`src/rtl/serial_subtractor_if.sv`:
```
// Operand/result bundle between a requester and the bit-serial subtractor.
interface serial_subtractor_if #(
  parameter int unsigned WIDTH = 8
);
  logic             start;
  logic [WIDTH-1:0] a;
  logic [WIDTH-1:0] b;
  logic             bin;
  logic             busy;
  logic             done;
  logic [WIDTH-1:0] diff;
  logic             bout;

  modport master (
    output start, a, b, bin,
    input  busy, done, diff, bout
  );

  modport slave (
    input  start, a, b, bin,
    output busy, done, diff, bout
  );
endinterface

```
`src/rtl/serial_subtractor.sv`:
```
// Bit-serial WIDTH-bit subtractor: one full-subtractor step per clock, LSB first,
// with the borrow fed back through a flop and a parallel result plus done pulse.
module serial_subtractor #(
  parameter int unsigned WIDTH = 8
) (
  input logic                clk,
  input logic                rst,
  serial_subtractor_if.slave bus_if
);

  localparam int unsigned CntW = (WIDTH > 1) ? $clog2(WIDTH) : 1;
  localparam logic [CntW-1:0] CntLast = CntW'(WIDTH - 1);

  localparam logic [1:0] StIdle  = 2'd0;
  localparam logic [1:0] StShift = 2'd1;
  localparam logic [1:0] StDone  = 2'd2;

  logic [1:0]       state_q, state_d;
  logic [WIDTH-1:0] a_sh_q, a_sh_d;
  logic [WIDTH-1:0] b_sh_q, b_sh_d;
  logic [WIDTH-1:0] diff_sh_q, diff_sh_d;
  logic [WIDTH-1:0] diff_q, diff_d;
  logic             bout_q, bout_d;
  logic             z_q, z_d;
  logic [CntW-1:0]  cnt_q, cnt_d;

  logic cell_x, cell_y, cell_d, cell_bn;

  // Full-subtractor cell: x - y - z
  always_comb begin
    cell_x  = a_sh_q[0];
    cell_y  = b_sh_q[0];
    cell_d  = cell_x ^ cell_y ^ z_q;
    cell_bn = (~cell_x & cell_y) | (~cell_x & z_q) | (cell_y & z_q);
  end

  always_comb begin
    state_d   = state_q;
    a_sh_d    = a_sh_q;
    b_sh_d    = b_sh_q;
    diff_sh_d = diff_sh_q;
    diff_d    = diff_q;
    bout_d    = bout_q;
    z_d       = z_q;
    cnt_d     = cnt_q;
    case (state_q)
      // The DONE exit edge doubles as an accept edge, so a held start
      // yields operations spaced WIDTH+1 cycles apart.
      StIdle, StDone: begin
        state_d = StIdle;
        if (bus_if.start) begin
          state_d   = StShift;
          a_sh_d    = bus_if.a;
          b_sh_d    = bus_if.b;
          z_d       = bus_if.bin;
          cnt_d     = '0;
          diff_sh_d = '0;
        end
      end
      StShift: begin
        a_sh_d    = a_sh_q >> 1;
        b_sh_d    = b_sh_q >> 1;
        diff_sh_d = {cell_d, diff_sh_q[WIDTH-1:1]};
        z_d       = cell_bn;
        cnt_d     = cnt_q + CntW'(1);
        if (cnt_q == CntLast) begin
          state_d = StDone;
          diff_d  = {cell_d, diff_sh_q[WIDTH-1:1]};
          bout_d  = cell_bn;
        end
      end
      default: state_d = StIdle;
    endcase
  end

  always_ff @(posedge clk or posedge rst) begin
    if (rst) begin
      state_q   <= StIdle;
      a_sh_q    <= '0;
      b_sh_q    <= '0;
      diff_sh_q <= '0;
      diff_q    <= '0;
      bout_q    <= 1'b0;
      z_q       <= 1'b0;
      cnt_q     <= '0;
    end else begin
      state_q   <= state_d;
      a_sh_q    <= a_sh_d;
      b_sh_q    <= b_sh_d;
      diff_sh_q <= diff_sh_d;
      diff_q    <= diff_d;
      bout_q    <= bout_d;
      z_q       <= z_d;
      cnt_q     <= cnt_d;
    end
  end

  always_comb begin
    bus_if.busy = (state_q != StIdle);
    bus_if.done = (state_q == StDone);
    bus_if.diff = diff_q;
    bus_if.bout = bout_q;
  end

endmodule

```
`src/flat_wrapper.sv`:
```
// flat-port wrapper written by rule: the top's interface ports become plain ports
module serial_subtractor_flat 
#(
  parameter int unsigned WIDTH = 8
)
  (clk, rst, bus_if_start, bus_if_a, bus_if_b, bus_if_bin, bus_if_busy, bus_if_done, bus_if_diff, bus_if_bout);
  serial_subtractor_if #(.WIDTH(WIDTH)) bus_if_i ();
  input logic clk;
  input logic rst;
  input wire logic [$bits(bus_if_i.start)-1:0] bus_if_start;
  input wire logic [$bits(bus_if_i.a)-1:0] bus_if_a;
  input wire logic [$bits(bus_if_i.b)-1:0] bus_if_b;
  input wire logic [$bits(bus_if_i.bin)-1:0] bus_if_bin;
  output wire logic [$bits(bus_if_i.busy)-1:0] bus_if_busy;
  output wire logic [$bits(bus_if_i.done)-1:0] bus_if_done;
  output wire logic [$bits(bus_if_i.diff)-1:0] bus_if_diff;
  output wire logic [$bits(bus_if_i.bout)-1:0] bus_if_bout;
  assign bus_if_i.start = bus_if_start;
  assign bus_if_i.a = bus_if_a;
  assign bus_if_i.b = bus_if_b;
  assign bus_if_i.bin = bus_if_bin;
  assign bus_if_busy = bus_if_i.busy;
  assign bus_if_done = bus_if_i.done;
  assign bus_if_diff = bus_if_i.diff;
  assign bus_if_bout = bus_if_i.bout;
  serial_subtractor #(.WIDTH(WIDTH)) u_core (.clk(clk), .rst(rst), .bus_if(bus_if_i));
endmodule
```
`config.mk`:
```
export PLATFORM = sky130hd
export DESIGN_NAME = serial_subtractor_flat
export DESIGN_NICKNAME = d
export VERILOG_FILES = /design/src/rtl/serial_subtractor_if.sv /design/src/rtl/serial_subtractor.sv /design/src/flat_wrapper.sv
export SDC_FILE = /design/constraint.sdc
export NUM_CORES = 1
export LEC_CHECK = 0
export CAP_MARGIN = 25
export CORE_ASPECT_RATIO = 0.7
export CORE_MARGIN = 3
export CORE_UTILIZATION = 35
export CTS_BUF_LIST = sky130_fd_sc_hd__clkbuf_8
export DETAILED_ROUTE_END_ITERATION = 7
export SLEW_MARGIN = 30
export SYNTH_ARGS = -nofsm -noshare
export SYNTH_HDL_FRONTEND = slang
export SYNTH_SLANG_ARGS = --single-unit
```
`constraint.sdc`:
```
create_clock -name clk -period 1.35 [get_ports clk]
set_input_delay 0.27 -clock clk [delete_from_list [all_inputs] [get_ports clk]]
set_output_delay 0.27 -clock clk [all_outputs]
set_load 0.05 [all_outputs]
```
# Word-level counts from Yosys, hierarchy flattened
# Index checks and enable logic that the tools add are counted.
op_classes:
  n_addsub: 1
  eq_ne: 5
  n_mux: 13
  n_bitwise: 8
  n_reduce_logical: 6
op_table:
  columns: ["op", "count"]
  rows:
  - ["$pmux 8 s2", 3]
  - ["$mux 8", 3]
  - ["$pmux 3 s2", 1]
  - ["$pmux 2 s2", 1]
  - ["$reduce_and 2->1", 2]
  - ["$reduce_bool 2->1", 2]
  - ["$add 3x1->3 const B", 1]
  - ["$and 1x1->1", 3]
  - ["$eq 3x3->1 const B", 1]
  - ["$mux 3", 1]
  - ["$eq 2x1->1 const B", 1]
  - ["$eq 2x2->1 const B", 1]
  - ["$logic_not 2->1", 1]
  - ["$mux 1", 2]
  - ["$mux 2", 1]
  - ["$ne 2x1->1 const B", 1]
  - ["$ne 2x2->1 const B", 1]
  - ["$or 1x1->1", 2]
  - ["$pmux 1 s2", 1]
  - ["$reduce_or 2->1", 1]
  - ["$xor 1x1->1", 2]
  - ["$not 1->1", 1]
totals:
  register_bits: 39
  in_bits: 20
  output_inout_bits: 11

# Depth between registers and ports, before layout
depth:
  depth_word: 5
  ltp_mapped: 6
  depth_no_buf: 5

# Worst setup path after synthesis
# No wires, ideal clock.
synth_path:
  path_type: "register to output"
  start: "reg u_core.state_q[0]"
  end: "out bus_if_done"
  t_arrival_ns: 1.227
  required_time_ns: 1.080
  setup_slack_ns: -0.147
  path_stages_with_launch: 3
  cell_sequence: "dfrtp_1 > buf_6 > nor2b_1"
synth_between:
  elab_chain_len: 1
synth_rtl:
  columns: ["item", "line", "rtl"]
  rows:
  - ["from (decl)", "serial_subtractor.sv:18", "logic [1:0] state_q, state_d;"]
  - ["from (signal assigned)", "serial_subtractor.sv:78", "state_q <= StIdle;"]
  - ["from (signal assigned)", "serial_subtractor.sv:87", "state_q <= state_d;"]
  - ["$eq 2x2->1", "serial_subtractor.sv:100", "bus_if.done = (state_q == StDone);"]
  - ["to (decl)", "flat_wrapper.sv:15", "output wire logic [$bits(bus_if_i.done)-1:0] bus_if_done;"]
# Every way passes these cells.

# Worst setup path after layout
layout_path:
  start: "reg u_core.state_q[0]"
  end: "out bus_if_busy"
layout_between:
  elab_chain_len: 1
layout_rtl:
  columns: ["item", "line", "rtl"]
  rows:
  - ["$reduce_bool 2->1", "serial_subtractor.sv:99", "bus_if.busy = (state_q != StIdle);"]
  - ["to (decl)", "flat_wrapper.sv:14", "output wire logic [$bits(bus_if_i.busy)-1:0] bus_if_busy;"]
# Every way passes these cells.

==> flow_metrics.py <==
metrics = {
    "routing": {
        "viasPerCell": 4.89,
        "wl_met3_microns": 161,
        "avgRoutedWirePerCell_microns": 15.4,
        "drtIter0Drc": 88,
        "dr.pass1.iters": 4,
        "vias": 1252,
        "highest_layer": "met4",
        "routed_wirelength_microns": 3930,
        "wl_met1_microns": 1860,
        "drc_errors": 0,
        "met2WireLength_microns": 1810,
        "antenna_left": 0,
    },
    "sta": {
        "fmax_ghz": 0.710,
        "relSlewSlack_pct": 82.4,
        "finClkSkew_ns": 0.00891,
        "setup_violations": 5,
        "report.final.slew_viol_count": 0,
        "tightest_slew_ns": 0.264,
        "hold_viol": 0,
        "rsz0062_at_grt": "true",
        "min_period_over_period_pct": 104,
        "fin_setup_tns_ns": -0.136,
        "min_period_ns": 1.41,
        "finalWorstSetupSlack_ns": -0.0576,
    },
    "worst_setup_path": {
        "worst-r2r-cell-count": 4,
        "critPathLaunch": "u_core.state_q[0]",
        "crit_fanout": 3,
        "cp-start-kind": "flip-flop",
        "r2r_end": "u_core.cnt_q[2]",
        "critPathRequiredTime_ns": 1.08,
        "r2r_start": "u_core.cnt_q[0]",
        "timing.reg2reg.setup_slack_ns": -0.03,
        "end_kind": "primary output",
        "cp.arrival_ns": 1.14,
        "critPathKind": "flip-flop to primary output",
    },
    "die": {
        "num_io_pins": 31,
        "die_w_microns": 90.2,
        "initial_core_util_pct": 38.1,
        "die-height_microns": 64.9,
        "core_region_area_sq_um": 4550,
        "rows": 20,
        "dieArea_sq_um": 5860,
    },
    "pwr": {
        "combPwrFrac_pct": 54.8,
        "leakage_nw": 1.15,
        "seqPwrFrac_pct": 32.8,
        "switching_share_pct": 38.5,
        "p_int_mw": 4.01,
        "clkPwrFrac_pct": 12.4,
        "power_density_nw_per_um2": 2560,
        "p_switching_mw": 2.50,
        "peakVddDrop_v": 0.000881,
        "power_mw": 6.51,
    },
    "clocking": {
        "insertion_delay_ns": 0.29,
        "htreeDepth": 2,
        "ctsLongestPathBuffers": 2,
        "postCtsHoldBufs": 0,
        "root_buffer": "clkbuf_8",
        "cts.clk_slew.worst_paths_ns": 0.08,
        "clock_sinks": 38,
        "cts_buffers": 5,
        "tritoncts": "yes",
    },
    "global_route": {
        "antenna_found_initial": 0,
        "grt_max_degree": 39,
        "grt_pass1_vias": 1357,
        "grtUsageTotal_pct": 14.7,
        "grt_pass1_wl_microns": 6730,
        "grt-ovfl-total": 0,
    },
    "logic_synthesis": {
        "synth-edff-count": 0,
        "yosys_warnings": 0,
        "seq_area_frac_synth_pct": 54.8,
        "syn_nets": 158,
        "synth.avg_cell_area_sq_um": 12.9,
        "postSynthCellCount": 135,
        "async_reset_ff_share_pct": 100,
        "yosysUniqueCellTypes": 32,
        "syn_area_sq_um": 1740,
        "ys.flop_type": "dfrtp_1",
        "ys_ff_latch": 38,
    },
    "run_status": {
        "outcome": "finished, violations left",
        "violations": "setup timing",
    },
    "layout": {
        "syn2layout_area_growth_pct": 46.7,
        "drive_gt1_share_pct": 39.5,
        "fillers": 399,
        "fin_nets": 212,
        "diodes": 0,
    },
    "placed_design": {
        "place_hpwl_microns": 2610,
        "io_buffer_count": 30,
        "gp_congestion": 0.806,
    },
    "flow_run": {
        "drv_cap": 0,
    },
    "min_path": {
        "hold_path.class": "input port to asynchronous set/reset pin",
    },
}
synth_stat cells (3+ instances only):
cell / instances / area [sq um]
a22o_1: 10 / 87.6
nor2_2: 3 / 18.8
and2b_1: 3 / 22.5
buf_6: 6 / 67.6
inv_1: 3 / 11.3
o22ai_1: 12 / 75.1
o21ai_1: 3 / 15.0
nor3_2: 3 / 30.0
nor3_1: 10 / 50.1
nor2_1: 11 / 41.3
dfrtp_1: 38 / 951
mux2_4: 7 / 105
worst max-delay path by stage:
stage          cells past startpoint               endpoint
2_1_floorplan                      5  u_core.bus_if.diff[0]
3_5_place_dp                       5             u_core.z_q
5_1_grt                            4        u_core.cnt_q[2]
3_3_place_gp                       5             u_core.z_q
6_report                           2            bus_if_busy
4_1_cts                            4        u_core.cnt_q[2]
kinds of logic (layout without fill, tap and decap cells):
group / Yosys count / after routing / share of synthesized area [%]
buf+inv: 13 / 67 / 6.41
compound gates: 31 / 31 / 12.9
mux: 11 / 11 / 8.50
fa+ha+maj: 3 / 3 / 2.59
flops: 38 / 38 / 54.8
simple gates: 39 / 40 / 14.8
critical path, stage by stage, from the launching register on:
cell and delay, ns:
dfrtp_2 0.44, or2_4 0.26, buf_8 0.15
timing repair:
item                                    CTS  global route
setup buffers                             6             6
pin swaps                                 3             1
cloned                                    1             0
endpoints found under the setup margin   11            32
gates resized for setup                   9            10
power by group through the flow:
stage | clock, mW | sequential [mW] | combinational [mW]
floorplan | 0 | 2.40 | 1.70
global placement | 0 | 2.13 | 3.02
detailed placement | 0 | 2.16 | 3.11
CTS | 0.828 | 2.12 | 3.35
global route | 0.880 | 2.20 | 3.85
finish | 0.810 | 2.13 | 3.57
layout by cell type, fill, tap and decap left out, types with 4 or more instances in the layout:
master | Yosys | routed
nor3_2 | 3 | 6
buf_12 | 0 | 13
buf_4 | 1 | 17
clkbuf_8 | 0 | 6
buf_6 | 6 | 6
a22o_1 | 10 | 10
o22ai_1 | 12 | 11
nor2_1 | 11 | 11
mux2_4 | 7 | 9
inv_1 | 3 | 4
nor3_1 | 10 | 7
dfrtp_1 | 38 | 36
clkdlybuf4s50_1 | 0 | 19
stage by stage:
step	util [%]	hold WS (ns)	instance area [sq um]	std cells	worst slack, ns
3_3_place_gp	49.7	0.488	2260	235	-0.109
4_1_cts	53.6	0.330	2440	250	-0.0553
3_5_place_dp	49.7	0.497	2260	235	-0.174
5_1_grt	55.9	0.371	2550	256	-0.0887
6_report	55.9	0.331	2550	256	-0.0576
2_1_floorplan	-	0.410	1760	135	0.00478
routing by layer:
layer	global-route usage, %	vias up
met5	0	-
met2	22.1	26
met3	3.94	9
met4	7.25	0
met1	19.7	626
li1	-	591
area by class of cell:
cell class	count	area [sq um]	area share [%]
clock inverters	2	8.76	0.344
well taps	66	82.6	3.24
clock buffers	6	82.6	3.24
inverters	3	11.3	0.442
flip-flops and latches	38	953	37.4
multi-input cells	85	748	29.4
repair buffers	56	661	25.9
sequential cells by signal, summed over array words and instances (netlist names):
| register | cells |
|---|---|
| u_core.state_q | 2 |
| u_core.bus_if.bout | 1 |
| u_core.diff_sh_q | 7 |
| u_core.b_sh_q | 8 |
| u_core.cnt_q | 3 |
| u_core.a_sh_q | 8 |
| u_core.bus_if.diff | 8 |
| u_core.z_q | 1 |
Note: power is estimated with default switching activity, not from simulation.
